## src/rtl/uart_pkg.sv

```systemverilog
// Shared definitions for the memory-mapped UART receive port.
// Optional parity support is selected by the UART_RX_PARITY_EN macro.
package uart_pkg;

    typedef enum logic [2:0] {
        IDLE,
        START,
        DATA,
        PARITY,
        STOP
    } rx_state_e;

    localparam int unsigned ST_VALID   = 0;
    localparam int unsigned ST_OVR     = 1;
    localparam int unsigned ST_FERR    = 2;
    localparam int unsigned ST_PERR    = 3;
    localparam int unsigned ST_CNT_LSB = 8;

    localparam logic ADDR_DATA   = 1'b0;
    localparam logic ADDR_STATUS = 1'b1;

endpackage

```

## src/rtl/sync_fifo.sv

```systemverilog
// Single-clock FIFO with registered count/full/empty; DEPTH must be a power of 2.
module sync_fifo #(
    parameter int unsigned WIDTH = 8,
    parameter int unsigned DEPTH = 8
) (
    input  logic                   clk,
    input  logic                   rst_n,
    input  logic                   push,
    input  logic                   pop,
    input  logic [WIDTH-1:0]       din,
    output logic [WIDTH-1:0]       dout,
    output logic                   full,
    output logic                   empty,
    output logic [$clog2(DEPTH):0] count
);
    localparam int unsigned AW = $clog2(DEPTH);
    localparam int unsigned CW = AW + 1;

    logic [WIDTH-1:0] r_mem [DEPTH];
    logic [AW-1:0]    r_wptr;
    logic [AW-1:0]    r_rptr;
    logic [CW-1:0]    r_count;
    logic [CW-1:0]    w_count_nx;
    logic             r_full;
    logic             r_empty;
    logic             w_do_push;
    logic             w_do_pop;

    // A pop frees its slot this cycle, so a full FIFO still takes a simultaneous push.
    assign w_do_pop  = pop && !r_empty;
    assign w_do_push = push && (!r_full || w_do_pop);

    always_comb begin
        w_count_nx = r_count;
        if (w_do_push && !w_do_pop) begin
            w_count_nx = r_count + CW'(1);
        end else if (!w_do_push && w_do_pop) begin
            w_count_nx = r_count - CW'(1);
        end
    end

    always_ff @(posedge clk) begin
        if (!rst_n) begin
            r_wptr  <= '0;
            r_rptr  <= '0;
            r_count <= '0;
            r_full  <= 1'b0;
            r_empty <= 1'b1;
        end else begin
            if (w_do_push) r_wptr <= r_wptr + AW'(1);
            if (w_do_pop)  r_rptr <= r_rptr + AW'(1);
            r_count <= w_count_nx;
            r_full  <= (w_count_nx == CW'(DEPTH));
            r_empty <= (w_count_nx == '0);
        end
    end

    always_ff @(posedge clk) begin
        if (w_do_push) r_mem[r_wptr] <= din;
    end

    assign dout  = r_mem[r_rptr];
    assign full  = r_full;
    assign empty = r_empty;
    assign count = r_count;

endmodule

```

## src/rtl/uart_rx_port.sv

```systemverilog
// Memory-mapped 8N1 UART receiver: serial deserialiser, receive FIFO, status word, level irq.
// Define UART_RX_PARITY_EN to add an even-parity bit between data and stop.
module uart_rx_port
    import uart_pkg::*;
#(
    parameter int unsigned CLKS_PER_BIT = 16,
    parameter int unsigned FIFO_DEPTH   = 8
) (
    input  logic        clk,
    input  logic        rst_n,
    input  logic        rx,
    input  logic        re,
    input  logic        addr,
    output logic [31:0] rdata,
    output logic        irq
);
    localparam int unsigned BCW = $clog2(CLKS_PER_BIT);
    localparam int unsigned CW  = $clog2(FIFO_DEPTH) + 1;
    localparam logic [BCW-1:0] BC_HALF = BCW'(CLKS_PER_BIT / 2 - 1);
    localparam logic [BCW-1:0] BC_FULL = BCW'(CLKS_PER_BIT - 1);

    logic            r_rx_meta;
    logic            r_rx_s;
    rx_state_e       r_state,   w_state_nx;
    logic [BCW-1:0]  r_bc,      w_bc_nx;
    logic [2:0]      r_bit_idx, w_bit_idx_nx;
    logic [7:0]      r_shift,   w_shift_nx;
    logic            r_armed,   w_armed_nx;
    logic            w_push;
    logic            w_ferr_set;
    logic            r_ovr;
    logic            r_ferr;
`ifdef UART_RX_PARITY_EN
    logic            r_perr;
    logic            w_perr_set;
    logic            r_par_bad, w_par_bad_nx;
`endif
    logic [31:0]     r_rdata;
    logic            r_irq;
    logic [31:0]     w_status;
    logic            w_pop;
    logic            w_stat_rd;
    logic            w_ovr_set;
    logic [7:0]      w_dout;
    logic            w_full;
    logic            w_empty;
    logic [CW-1:0]   w_count;

    sync_fifo #(
        .WIDTH (8),
        .DEPTH (FIFO_DEPTH)
    ) u_fifo (
        .clk   (clk),
        .rst_n (rst_n),
        .push  (w_push),
        .pop   (w_pop),
        .din   (r_shift),
        .dout  (w_dout),
        .full  (w_full),
        .empty (w_empty),
        .count (w_count)
    );

    // Receive FSM; bc counts clocks within the current bit, samples land mid-bit.
    always_comb begin
        w_state_nx   = r_state;
        w_bc_nx      = r_bc;
        w_bit_idx_nx = r_bit_idx;
        w_shift_nx   = r_shift;
        w_armed_nx   = r_armed;
        w_push       = 1'b0;
        w_ferr_set   = 1'b0;
`ifdef UART_RX_PARITY_EN
        w_perr_set   = 1'b0;
        w_par_bad_nx = r_par_bad;
`endif
        case (r_state)
            IDLE: begin
                if (r_rx_s) begin
                    w_armed_nx = 1'b1;
                end else if (r_armed) begin
                    w_state_nx = START;
                    w_bc_nx    = '0;
                end
            end
            START: begin
                if (r_bc == BC_HALF) begin
                    w_bc_nx = '0;
                    if (!r_rx_s) begin
                        w_state_nx   = DATA;
                        w_bit_idx_nx = 3'd0;
`ifdef UART_RX_PARITY_EN
                        w_par_bad_nx = 1'b0;
`endif
                    end else begin
                        w_state_nx = IDLE;
                    end
                end else begin
                    w_bc_nx = r_bc + BCW'(1);
                end
            end
            DATA: begin
                if (r_bc == BC_FULL) begin
                    w_bc_nx    = '0;
                    w_shift_nx = {r_rx_s, r_shift[7:1]};
                    if (r_bit_idx == 3'd7) begin
`ifdef UART_RX_PARITY_EN
                        w_state_nx = PARITY;
`else
                        w_state_nx = STOP;
`endif
                    end else begin
                        w_bit_idx_nx = r_bit_idx + 3'd1;
                    end
                end else begin
                    w_bc_nx = r_bc + BCW'(1);
                end
            end
`ifdef UART_RX_PARITY_EN
            PARITY: begin
                if (r_bc == BC_FULL) begin
                    w_bc_nx    = '0;
                    w_state_nx = STOP;
                    if ((^r_shift) != r_rx_s) begin
                        w_par_bad_nx = 1'b1;
                        w_perr_set   = 1'b1;
                    end
                end else begin
                    w_bc_nx = r_bc + BCW'(1);
                end
            end
`endif
            STOP: begin
                if (r_bc == BC_FULL) begin
                    w_bc_nx    = '0;
                    w_state_nx = IDLE;
                    if (r_rx_s) begin
`ifdef UART_RX_PARITY_EN
                        w_push = !r_par_bad;
`else
                        w_push = 1'b1;
`endif
                        w_armed_nx = 1'b1;
                    end else begin
                        // Disarm so a held-low break cannot look like a new start bit.
                        w_ferr_set = 1'b1;
                        w_armed_nx = 1'b0;
                    end
                end else begin
                    w_bc_nx = r_bc + BCW'(1);
                end
            end
            default: begin
                w_state_nx = IDLE;
                w_armed_nx = 1'b0;
            end
        endcase
    end

    assign w_pop     = re && (addr == ADDR_DATA) && !w_empty;
    assign w_stat_rd = re && (addr == ADDR_STATUS);
    assign w_ovr_set = w_push && w_full && !w_pop;

    always_comb begin
        w_status                     = '0;
        w_status[ST_VALID]           = !w_empty;
        w_status[ST_OVR]             = r_ovr;
        w_status[ST_FERR]            = r_ferr;
`ifdef UART_RX_PARITY_EN
        w_status[ST_PERR]            = r_perr;
`else
        w_status[ST_PERR]            = 1'b0;
`endif
        w_status[ST_CNT_LSB +: 8]    = 8'(w_count);
    end

    always_ff @(posedge clk) begin
        if (!rst_n) begin
            r_rx_meta <= 1'b1;
            r_rx_s    <= 1'b1;
            r_state   <= IDLE;
            r_bc      <= '0;
            r_bit_idx <= 3'd0;
            r_shift   <= 8'd0;
            r_armed   <= 1'b0;
            r_ovr     <= 1'b0;
            r_ferr    <= 1'b0;
`ifdef UART_RX_PARITY_EN
            r_perr    <= 1'b0;
            r_par_bad <= 1'b0;
`endif
            r_rdata   <= 32'd0;
            r_irq     <= 1'b0;
        end else begin
            r_rx_meta <= rx;
            r_rx_s    <= r_rx_meta;
            r_state   <= w_state_nx;
            r_bc      <= w_bc_nx;
            r_bit_idx <= w_bit_idx_nx;
            r_shift   <= w_shift_nx;
            r_armed   <= w_armed_nx;
            // Sticky flags: a new event in the same cycle as a status read survives the clear.
            r_ovr     <= w_ovr_set  | (r_ovr  & ~w_stat_rd);
            r_ferr    <= w_ferr_set | (r_ferr & ~w_stat_rd);
`ifdef UART_RX_PARITY_EN
            r_perr    <= w_perr_set | (r_perr & ~w_stat_rd);
            r_par_bad <= w_par_bad_nx;
`endif
            if (re) begin
                if (addr == ADDR_STATUS) r_rdata <= w_status;
                else                     r_rdata <= w_empty ? 32'd0 : {24'd0, w_dout};
            end
            r_irq <= !w_empty;
        end
    end

    assign rdata = r_rdata;
    assign irq   = r_irq;

endmodule

```

## config.mk

```make
export PLATFORM = sky130hd
export DESIGN_NAME = uart_rx_port
export DESIGN_NICKNAME = d
export VERILOG_FILES = /design/src/rtl/uart_pkg.sv /design/src/rtl/sync_fifo.sv /design/src/rtl/uart_rx_port.sv
export SDC_FILE = /design/constraint.sdc
export NUM_CORES = 1
export LEC_CHECK = 0
export CORE_MARGIN = 4
export CORE_UTILIZATION = 55
export CTS_CLUSTER_DIAMETER = 150
export DETAILED_ROUTE_END_ITERATION = 8
export PLACE_DENSITY = 0.81
export SLEW_MARGIN = 20
export SYNTH_ARGS = -nofsm -noshare
export SYNTH_HDL_FRONTEND = slang
export SYNTH_SLANG_ARGS = --single-unit
```

## constraint.sdc

```tcl
create_clock -name clk -period 3.8 [get_ports clk]
set_input_delay 0.57 -clock clk [delete_from_list [all_inputs] [get_ports clk]]
set_output_delay 0.57 -clock clk [all_outputs]
set_load 0.01 [all_outputs]
```

# Word-level counts from Yosys, hierarchy flattened
# Memories as Yosys holds them, arrays and structs flattened. A register that Yosys moved wholly into a read port is not among the register bits.
# Cells that the tools add are included.
# totals
register_bits	68
ram_bits	64
input_bits	5
output_inout_bits	33
wordCells	107
memories	1
# mem_list
memory	depth	width	rd	rd_clocked_by_memory_dff	write_ports	line_no	text
u_fifo.r_mem	8	8	1	1	1	sync_fifo.sv:19	logic [WIDTH-1:0] r_mem [DEPTH];
# op_classes
add_sub_neg	6
eq_ne	16
muxes	35
bitwise	7
n_reduce_logical	26
# ops
cell	n
$mux W3	12
$mux W4	6
$ne A2 B2 Y1 const B	9
$mux W12	1
$pmux W3 S4	1
$pmux W4 S3	1
$mux W1	10
$add A3 B1 Y3 const B	3
$logic_and A1 B1 Y1	9
$add A4 B1 Y4 const B	2
$eq A4 B4 Y1 const B	2
$mux W8	1
$eq A3 B3 Y1 const B	2
$pmux W3 S2	1
$reduce_and A3 Y1	2
$reduce_and A6 Y1	1
$logic_not A1 Y1	5
$reduce_and A5 Y1	1
$eq A4 B3 Y1 const B	1
$logic_not A4 Y1	1
$reduce_or A2 Y1	2
$sub A4 B1 Y4 const B	1
$eq A3 B1 Y1 const B	1
$eq A3 B2 Y1 const B	1
other kinds (10)	14

# Logic depth before layout (Yosys ltp)
# Gate-level depths: netlist of run 1.
# depth
depth_word	11
ltp_mapped	7

# Hierarchy
# From an unflattened synthesis of run 1, not the netlist that was laid out.
# hier_totals
cells_unflattened	380
area_unflattened_um2	5007.3
# by_module_without_submodules
mod	n_inst	cells_per_inst	area_each_um2	seq_area_each_um2
sync_fifo	1	178	3211.8	2222.1
uart_rx_port	1	202	1795.5	720.7

# Worst setup path after synthesis of run 1
# Ideal clock, no wire load.
# synth_timing
path_type	input port to flip-flop
startpoint	input port addr
endpoint	memory u_fifo.r_mem[0][0] (enable)
setup_time_ns	0.383
t_arrival_ns	2.113
required_ns	3.417
path_slack_ns	1.304
stages	4
n_path_buf	0
path_cell_list	or3b_1 a211oi_2 nand2b_1 nor3_1
# synth_between
elab_chain_len	8
# synth_rtl
element	line_no	text
from (decl)	uart_rx_port.sv:13	input logic addr,
$not A1 Y1	uart_rx_port.sv:160	assign w_pop = re && (addr == ADDR_DATA) && !w_empty;
$logic_and A1 B1 Y1 (2 in series)	uart_rx_port.sv:160	
$logic_and A1 B1 Y1	sync_fifo.sv:30	assign w_do_pop = pop && !r_empty;
$logic_or A1 B1 Y1	sync_fifo.sv:31	assign w_do_push = push && (!r_full || w_do_pop);
$logic_and A1 B1 Y1	sync_fifo.sv:31	
$mux W1	sync_fifo.sv:59	if (w_do_push) r_mem[r_wptr] <= din;
$mux W1 (not written as such)	sync_fifo.sv:59	
to (decl)	sync_fifo.sv:19	
# Every way passes these cells.

# Worst setup path after layout of run 1
# layout_timing
startpoint	input port re
endpoint	memory u_fifo.r_mem[4][6] (enable)
# layout_between
elab_chain_len	7
# layout_rtl
element	line_no	text
from (decl)	uart_rx_port.sv:12	input logic re,
$logic_and A1 B1 Y1 (2 in series)	uart_rx_port.sv:160	
$logic_and A1 B1 Y1	sync_fifo.sv:30	
$logic_or A1 B1 Y1	sync_fifo.sv:31	
$logic_and A1 B1 Y1	sync_fifo.sv:31	
$mux W1	sync_fifo.sv:59	
$mux W1 (not written as such)	sync_fifo.sv:59	
# Every way passes these cells.

==> flow_metrics.env, run 1 <==
export IMPL_cts_hold_buf=0
export IMPL_drv_cap=0
export IMPL_drv_slew=0
export IMPL_avgRoutedWirePerCell_um=21.9
export IMPL_antenna_cells=0
export IMPL_max_stage_delay_ps=600
export IMPL_clockRootBuffer="clkbuf_8"
export IMPL_synth_main_ff_cell="edfxtp_1"
export IMPL_startpoint_type="primary input"
export IMPL_yosysWarnings=0
export IMPL_pwr_share_seq_pct=40.8
export IMPL_route_detailed_drc=0
export IMPL_cp_slowest_cell="or3b_1"
export IMPL_ys_seq_area_share_pct=61.2
export IMPL_synth_area_per_cell_um2=12.6
export IMPL_fp_coreArea_mm2=0.00838
export IMPL_tightest_slew_ps=876
export IMPL_gp_congestion=0.843
export IMPL_floorplan_initialDensity_pct=57.4
export IMPL_drive_above_1_share_pct=15.1
export IMPL_worstPathArrival_ps=3110
export IMPL_intPower_uw=2620
export IMPL_clk_pin_slew_ps=60
export IMPL_p_sw_uw=628
export IMPL_num_io_pins=38
export IMPL_r2r_cells=4
export IMPL_synth_common_cells="edfxtp_1, dfxtp_1, nor2_1"
export IMPL_crit_fanout=12
export IMPL_cts_buffers=17
export IMPL_htreeDepth=4
export IMPL_grt_max_degree=26
export IMPL_post_cts_resized=0
export IMPL_r2r_start="u_fifo.empty"
export IMPL_rows=33
export IMPL_setup_tns_ps=0
export IMPL_synth_cell_types=51
export IMPL_ff_latch_area_mm2=0.00294
export IMPL_place_inst=491
export IMPL_multi_input_area_mm2=0.00169
export IMPL_leakage_uw=0.00198
export IMPL_grt_pass1_vias=3231
export IMPL_fillers=528
export IMPL_ir_drop_uv=375
export IMPL_clock_path_buffers=2
export IMPL_tritoncts="yes"
export IMPL_die_x_um=102
export IMPL_synthArstFlopShare_pct=0
export IMPL_syn_area_mm2=0.00481
export IMPL_routed_wl_um=11400
export IMPL_synth_most_common_cell="edfxtp_1"
export IMPL_status="finished clean"
export IMPL_synth_top_area_cell="edfxtp_1"
export IMPL_end_kind="flip-flop"
export IMPL_relSlewSlack_pct=41.5
export IMPL_overflow=0
export IMPL_final_nets=417
export IMPL_vias_per_cell=6.25
export IMPL_cts_setup_buffers=0
export IMPL_clock_skew_ps=4.89
export IMPL_die_area_mm2=0.0103
export IMPL_synth_cells=382
export IMPL_grt_pass1_wl_um=18200
export IMPL_numPortBuffers=17
export IMPL_hold_worst_slack_ps=426
export IMPL_synthTopCellsByArea="edfxtp_1, dfxtp_1, mux4_2"
export IMPL_finalCriticalPeriod_ps=2970
export IMPL_critPathRequiredTime_ps=3940
export IMPL_synth_top_area_share_pct=39.9
export IMPL_groute_usage_overall_pct=24.1
export IMPL_hp_class="reg -> reg"
export IMPL_rsz0062_at_grt="false"
export IMPL_drt_iter0_markers=379
export IMPL_reg2reg_to="u_fifo.r_mem[4][6]"
export IMPL_swShare_pct=19.3
export IMPL_die_h_um=102
export IMPL_final_cells=523
export IMPL_holdPathEnd="r_rx_s"
export IMPL_period_share_pct=78.2
export IMPL_cts_sinks=115
export IMPL_area_growth_pct=18.3
export IMPL_insertion_delay_ps=510
export IMPL_power_density_mw_per_mm2=571
export IMPL_final_setup_worst_slack_ps=829
export IMPL_setup_viol=0
export IMPL_synth_edf_count=64
export IMPL_pwr_share_clk_pct=56.4
export IMPL_dr_pass1_iters=5
export IMPL_reg2reg_slack_ps=1110
export IMPL_ys_seq_elements=115
export IMPL_num_vias=3270
export IMPL_crit_type="in -> reg"
export IMPL_fmaxAchievable_mhz=337
export IMPL_path_cells="clkdlybuf4s50_1, or3b_1, a211oi_2, nand2b_1, nor2_1"
export IMPL_hold_viol_final=0
export IMPL_comb_power_share_pct=2.8
export IMPL_antenna_found_initial=0
export IMPL_ant_nets=0
export IMPL_dp_slack_ps=420
export IMPL_hold_path_startpoint="r_rx_meta"
export IMPL_hold_path_depth=1
export IMPL_place_hpwl_um=6480
area by class of cell:
cell class / instances / area share (%)
tap: 105 / 2.31
multi-input combinational: 241 / 29.6
clock inverter: 14 / 4.53
inverter: 6 / 0.396
sequential: 115 / 51.7
clock buffer: 18 / 7.52
timing repair buffer: 24 / 3.91
critical path, delay by kind of cell:
family / cells / cell delay, ps
AND/OR/NAND/NOR: 3 / 1410
AO/OA/AOI/OAI: 1 / 560
buffers and inverters: 1 / 560
power groups by stage:
stage               Sequential [uW]  Clock [uW]  Combinational [uW]
finish                         1330        1830                91.5
global route                   1330        1910                99.7
CTS                            1330        1840                89.9
detailed placement             1350           0                85.3
global placement               1350           0                82.5
floorplan                      1340           0                79.7
kinds of logic (layout without fill, tap and decap cells):
logic type | Yosys count | count (layout) | share of synthesized area (%)
buf+inv | 45 | 62 | 5.28
flops | 115 | 115 | 61.2
other cells | 1 | 20 | 0.0779
mux | 25 | 25 | 9.44
xor+xnor | 11 | 11 | 2.00
simple gates | 121 | 121 | 12.4
compound gates | 57 | 57 | 7.88
fa+ha+maj | 7 | 7 | 1.82
state kept, by name, indices dropped and copies added, names as in the netlist, 3 cells and up, named ones only:
register / cells
r_bc: 4
r_bit_idx: 3
r_shift: 8
r_state: 3
rdata: 12
u_fifo.count: 4
u_fifo.r_mem: 64
u_fifo.r_rptr: 3
u_fifo.r_wptr: 3
layer usage:
metal	routed length, um	global-route usage [%]	up-vias
li1	-	-	1402
met4	381	10.0	0
met3	1090	7.85	38
met1	4460	30.7	1618
met2	5500	38.2	212
met5	0	0	-
worst max path at each step:
stage / start / endpoint / cells past startpoint
final: re / u_fifo.r_mem[4][6] / 5
after global routing: re / u_fifo.r_mem[4][1] / 5
after CTS: re / u_fifo.r_mem[4][6] / 5
after detailed placement: re / u_fifo.r_mem[4][0] / 5
after global placement: re / u_fifo.r_mem[4][0] / 5
after floorplan: addr / u_fifo.r_mem[0][0] / 4
stage by stage:
step                utilization, %  instance area, um2  power, uW
floorplan                        -                4880       1420
global placement              59.7                5010       1430
detailed placement            59.7                5010       1440
CTS                           67.9                5690       3260
global route                  67.9                5690       3340
finish                        67.9                5690       3250
placed cells by master, fill, tap and decap left out, types with 7 or more instances in the layout:
cell             count
a21oi_1             22
a22oi_1              8
buf_4                7
bufinv_16            7
clkbuf_16           16
clkdlybuf4s50_1     17
conb_1              20
dfxtp_1             51
edfxtp_1            64
ha_1                 7
mux4_2              16
nand2_1             31
nand2b_1             8
nor2_1              49
o21ai_0              9
xor2_1               7
Power figures use the tool's default switching activity.
==> inputs of run 2 (changes only) <==
--- a/config.mk
+++ b/config.mk
@@ -6,10 +6,10 @@
 export NUM_CORES = 1
 export LEC_CHECK = 0
 export CORE_MARGIN = 4
-export CORE_UTILIZATION = 55
+export CORE_UTILIZATION = 52
 export CTS_CLUSTER_DIAMETER = 150
 export DETAILED_ROUTE_END_ITERATION = 8
-export PLACE_DENSITY = 0.81
+export PLACE_DENSITY = 0.8
 export SLEW_MARGIN = 20
 export SYNTH_ARGS = -nofsm -noshare
 export SYNTH_HDL_FRONTEND = slang
==> constraint.sdc (replaced) <==
create_clock -name clk -period 2.48 [get_ports clk]
set_input_delay 0.372 -clock clk [delete_from_list [all_inputs] [get_ports clk]]
set_output_delay 0.372 -clock clk [all_outputs]
set_load 0.01 [all_outputs]
==> run 2 against run 1 <==
Sequential share of layout area about the same. Cell count is 3.4% higher. Wire length is 9.8% lower. Die area increased by 5.3%. Non-clock buffer count grew 15. Core utilization is 3.6 points lower. Worst hold slack worse by 20 ps. Critical path type is now reg -> reg.
==> flow_metrics.env, run 2 (synthesized netlist as in run 1, its figures left out) <==
export IMPL_groute_usage_overall_pct=20.3
export IMPL_dp_slack_ps=16.7
export IMPL_grt_pass1_vias=3199
export IMPL_leakage_uw=0.00202
export IMPL_relSlewSlack_pct=56.3
export IMPL_reg2reg_slack_ps=310
export IMPL_tritoncts="yes"
export IMPL_stdcell_area_mm2=0.00569
export IMPL_crit_fanout=4
export IMPL_setup_viol=0
export IMPL_drt_iter0_markers=286
export IMPL_fmaxAchievable_mhz=460
export IMPL_fp_coreArea_mm2=0.00885
export IMPL_status="finished clean"
export IMPL_grt_max_degree=21
export IMPL_critPathRequiredTime_ps=2870
export IMPL_path_cells="ha_1, ha_1, or3b_1, mux2_2, or3_1, a22oi_1, nor2_1"
export IMPL_grt_pass1_wl_um=16800
export IMPL_floorplan_initialDensity_pct=54.4
export IMPL_r2r_cells=7
export IMPL_crit_type="reg -> reg"
export IMPL_drv_slew=0
export IMPL_post_cts_resized=0
export IMPL_die_area_mm2=0.0109
export IMPL_postLayoutCoreUtil_pct=64.3
export IMPL_clock_skew_ps=5.81
export IMPL_overflow=0
export IMPL_worstPathArrival_ps=2560
export IMPL_htreeDepth=4
export IMPL_largest_reg_flops=64
export IMPL_die_x_um=104
export IMPL_vias_per_cell=5.82
export IMPL_clock_path_buffers=2
export IMPL_mostFrequentLayoutCell="edfxtp_1"
export IMPL_crit_start="r_bit_idx[0]"
export IMPL_ant_nets=0
export IMPL_cts_buffers=17
export IMPL_num_vias=3150
export IMPL_cp_endpoint="r_bit_idx[2]"
export IMPL_antenna_found_initial=0
export IMPL_total_power_uw=4470
export IMPL_r2r_start="r_bit_idx[0]"
export IMPL_tightest_slew_ps=648
export IMPL_gp_congestion=0.897
export IMPL_place_hpwl_um=6860
export IMPL_rows=34
export IMPL_ir_drop_uv=377
export IMPL_reg2reg_to="r_bit_idx[2]"
export IMPL_drive_above_1_share_pct=18.0
export IMPL_cp_slowest_cell="or3b_1"
export IMPL_routed_wl_um=10300
export IMPL_insertion_delay_ps=510
export IMPL_finalCriticalPeriod_ps=2170
export IMPL_placed_cell_area_mm2=0.00512
export IMPL_final_nets=432
export IMPL_clk_pin_slew_ps=60
export IMPL_regMostFlops="u_fifo.r_mem"
export IMPL_dr_pass1_iters=5
export IMPL_numPortBuffers=17
export IMPL_period_share_pct=87.6
export IMPL_hold_viol_final=0
export IMPL_setup_tns_ps=0
export IMPL_final_setup_worst_slack_ps=308
export IMPL_area_growth_pct=18.3
export IMPL_max_stage_delay_ps=390
export IMPL_clockRootBuffer="clkbuf_8"
export IMPL_num_io_pins=38
export IMPL_cpMostUsedCell="ha_1"
export IMPL_cts_hold_buf=0
export IMPL_hp_class="reg -> reg"
export IMPL_startpoint_type="flip-flop"
export IMPL_die_h_um=104
export IMPL_end_kind="flip-flop"
export IMPL_drv_cap=0
export IMPL_avgRoutedWirePerCell_um=19.1
export IMPL_antenna_cells=0
export IMPL_rsz0062_at_grt="false"
export IMPL_mostFrequentLayoutCells="edfxtp_1, dfxtp_1, nor2_1, nand2_1"
export IMPL_cts_setup_buffers=0
export IMPL_hold_path_startpoint="r_rx_meta"
export IMPL_route_detailed_drc=0
export IMPL_cts_sinks=115
export IMPL_power_density_mw_per_mm2=785
-- run 2: cell count changes in the layout (fill, tap and decap cells not counted) --
cell,before,now
buf_4,7,22
bufinv_16,7,2
clkinv_4,1,5
clkinvlp_4,4,1
inv_6,0,3
clkinv_2,1,3
clkbuf_8,2,1
-- run 2: worst min path at each step --
stage                            to  cells after the start
final                        r_rx_s                      1
after global routing      r_rx_meta                      2
after CTS                    r_rx_s                      1
after detailed placement     r_rx_s                      1
after global placement       r_rx_s                      1
after floorplan              r_rx_s                      1
-- run 2: metal layers --
layer / vias to the layer above / global-route usage (%) / share of wire, %
met5: - / 0 / 0
met4: 0 / 9.40 / 3.0
met3: 26 / 5.03 / 7.0
met2: 145 / 33.9 / 50
met1: 1547 / 24.9 / 40
li1: 1432 / - / -
-- run 2: stage by stage --
stage	hold WS [ps]	std cells
6_report	406	541
4_1_cts	408	541
2_1_floorplan	386	401
5_1_grt	434	541
3_5_place_dp	404	509
3_3_place_gp	398	509
-- run 2: layout make-up --
cell class	count	area, um2
fill	631	3160
sequential	115	2940
multi-input combinational	241	1690
clock buffer	17	414
timing repair buffer	39	335
clock inverter	15	156
tap	108	135
inverter	6	22.5
-- run 2: worst max-delay path, delay by kind of cell, from the launching register on --
kind / cells / cell delay [ps]
flip-flops: 1 / 330
multiplexers: 1 / 270
AO/OA/AOI/OAI: 1 / 220
adder cells (fa/ha/maj): 2 / 420
AND/OR/NAND/NOR: 3 / 810
-- run 2: power breakdown --
group,switching [uW],internal (uW)
combinational,82.0,60.7
sequential,20.1,2010
clock,869,1430
==> inputs of run 3 (changes only) <==
--- a/config.mk
+++ b/config.mk
@@ -6,11 +6,10 @@
 export NUM_CORES = 1
 export LEC_CHECK = 0
 export CORE_MARGIN = 4
-export CORE_UTILIZATION = 52
+export CORE_UTILIZATION = 38
 export CTS_CLUSTER_DIAMETER = 150
 export DETAILED_ROUTE_END_ITERATION = 8
-export PLACE_DENSITY = 0.8
-export SLEW_MARGIN = 20
+export PLACE_DENSITY = 0.63
 export SYNTH_ARGS = -nofsm -noshare
 export SYNTH_HDL_FRONTEND = slang
 export SYNTH_SLANG_ARGS = --single-unit
==> run 3 against run 2 <==
Cell count grew 11%. Clock power grew 9.1%. Total power grew 4.5%. Cell area grew 2.2%. Sequential share of layout area shrank 1.1 points. Clock skew shrank 0.95 ps. Wire length shrank 8.1%. Global-route usage shrank 6.2 points. First-iteration DRC count shrank 5.6%. Critical path depth shrank 1. Largest power group unchanged.
==> flow_metrics.env, run 3 (synthesized netlist as in run 1, its figures left out) <==
export IMPL_status="finished clean"
export IMPL_regMostFlops="u_fifo.r_mem"
export IMPL_hold_worst_slack_ps=409
export IMPL_drt_iter0_markers=270
export IMPL_max_stage_delay_ps=370
export IMPL_setup_viol=0
export IMPL_pwr_share_clk_pct=53.6
export IMPL_hp_class="reg -> reg"
export IMPL_largest_reg_flops=64
export IMPL_relSlewSlack_pct=58.2
export IMPL_rsz0062_at_grt="false"
export IMPL_swShare_pct=19.9
export IMPL_grtUsageMet1_pct=19.5
export IMPL_pwr_share_seq_pct=43.4
export IMPL_grt_max_degree=29
export IMPL_num_io_pins=38
export IMPL_groute_usage_overall_pct=14.1
export IMPL_mostFrequentLayoutCells="edfxtp_1, dfxtp_1, nor2_1, nand2_1, buf_4"
export IMPL_cp_slowest_cell="dfxtp_1"
export IMPL_vias_per_cell=4.91
export IMPL_die_x_um=121
export IMPL_num_vias=2957
export IMPL_post_cts_resized=0
export IMPL_clock_skew_ps=4.86
export IMPL_period_share_pct=87.6
export IMPL_grt_busiest_layer="met2"
export IMPL_end_kind="flip-flop"
export IMPL_numPortBuffers=17
export IMPL_routed_wl_um=9480
export IMPL_drv_slew=0
export IMPL_clock_path_buffers=2
export IMPL_placed_cell_area_mm2=0.00520
export IMPL_grt_pass1_wl_um=15400
export IMPL_overflow=0
export IMPL_route_detailed_drc=0
export IMPL_grtUsageMet3_pct=4.49
export IMPL_floorplan_initialDensity_pct=39.4
export IMPL_antenna_cells=0
export IMPL_fmaxAchievable_mhz=460
export IMPL_cts_setup_buffers=0
export IMPL_power_density_mw_per_mm2=803
export IMPL_comb_power_share_pct=3.0
export IMPL_p_sw_uw=932
export IMPL_leakage_uw=0.00203
export IMPL_finalCriticalPeriod_ps=2170
export IMPL_area_growth_pct=20.9
export IMPL_cts_hold_buf=0
export IMPL_die_h_um=121
export IMPL_grt_util_met2_pct=20.0
export IMPL_mostFrequentLayoutCell="edfxtp_1"
export IMPL_ant_nets=0
export IMPL_tightest_slew_ps=620
export IMPL_antenna_found_initial=0
export IMPL_rows=40
export IMPL_ir_drop_uv=492
export IMPL_grt_pass1_vias=2763
export IMPL_worstPathArrival_ps=2280
export IMPL_drv_cap=0
export IMPL_htreeDepth=4
export IMPL_cts_sinks=115
export IMPL_fp_coreArea_mm2=0.0122
export IMPL_gp_congestion=0.801
export IMPL_hold_viol_final=0
export IMPL_crit_type="reg -> reg"
export IMPL_avgRoutedWirePerCell_um=15.8
export IMPL_tritoncts="yes"
export IMPL_final_nets=433
export IMPL_cts_buffers=17
export IMPL_drive_above_1_share_pct=17.7
export IMPL_crit_fanout=8
export IMPL_intPower_uw=3740
export IMPL_die_area_mm2=0.0145
export IMPL_startpoint_type="flip-flop"
export IMPL_dr_pass1_iters=4
export IMPL_insertion_delay_ps=400
export IMPL_path_cells="ha_1, nand3_1, a211oi_2, nand2b_1, nor3_1, buf_4"
export IMPL_place_hpwl_um=6680
export IMPL_clk_pin_slew_ps=50
export IMPL_stdcell_area_mm2=0.00582
export IMPL_critPathRequiredTime_ps=2590
export IMPL_clockRootBuffer="clkbuf_16"
run 3: cell type report:
class                   count  area [um2]
well taps                 168         210
flip-flops and latches    115        2940
clock inverters            14         185
repair buffers             40         343
multi-input cells         241        1690
inverters                   6        22.5
clock buffers              18         429
fillers                  1072        6390
run 3: per-stage QoR:
step	utilization [%]	cells	setup TNS (ps)	power, uW	worst slack (ps)
floorplan	-	401	0	2180	182
global placement	42.6	570	0	2200	4.71
detailed placement	42.6	570	-352	2210	-41.6
CTS	47.7	602	0	4720	315
global route	47.7	602	0	4830	116
finish	47.7	602	0	4670	307
run 3: path summary, 6_finish.rpt:
path | start | endpoint | slack, ps | cells after the start
worst max-delay path | r_bc[0] | u_fifo.r_mem[0][6] | 310 | 6
worst min-delay path | r_rx_meta | r_rx_s | 410 | 1
worst max register to register | r_bc[0] | u_fifo.r_mem[0][6] | 310 | 6
worst min register to register | r_rx_meta | r_rx_s | 410 | 1
run 3: worst max-delay path, delay by kind of cell, from the launching register on:
family,cells,cell delay (ps)
simple gates,3,680
flops,1,370
compound gates,1,370
fa+ha+maj,1,250
buf+inv,1,210
run 3: metal layers:
| layer | vias to the layer above | part of all wire [%] |
|---|---|---|
| met2 | 82 | 45 |
| met5 | - | 0 |
| met3 | 17 | 5.4 |
| li1 | 1437 | - |
| met1 | 1421 | 48 |
| met4 | 0 | 2.4 |
run 3: power by group through the flow:
stage	Combinational [uW]	Clock, uW	Sequential [uW]
2_1_floorplan	122	0	2060
3_3_place_gp	137	0	2070
3_5_place_dp	140	0	2070
4_1_cts	141	2550	2030
5_1_grt	156	2650	2030
6_report	141	2510	2030
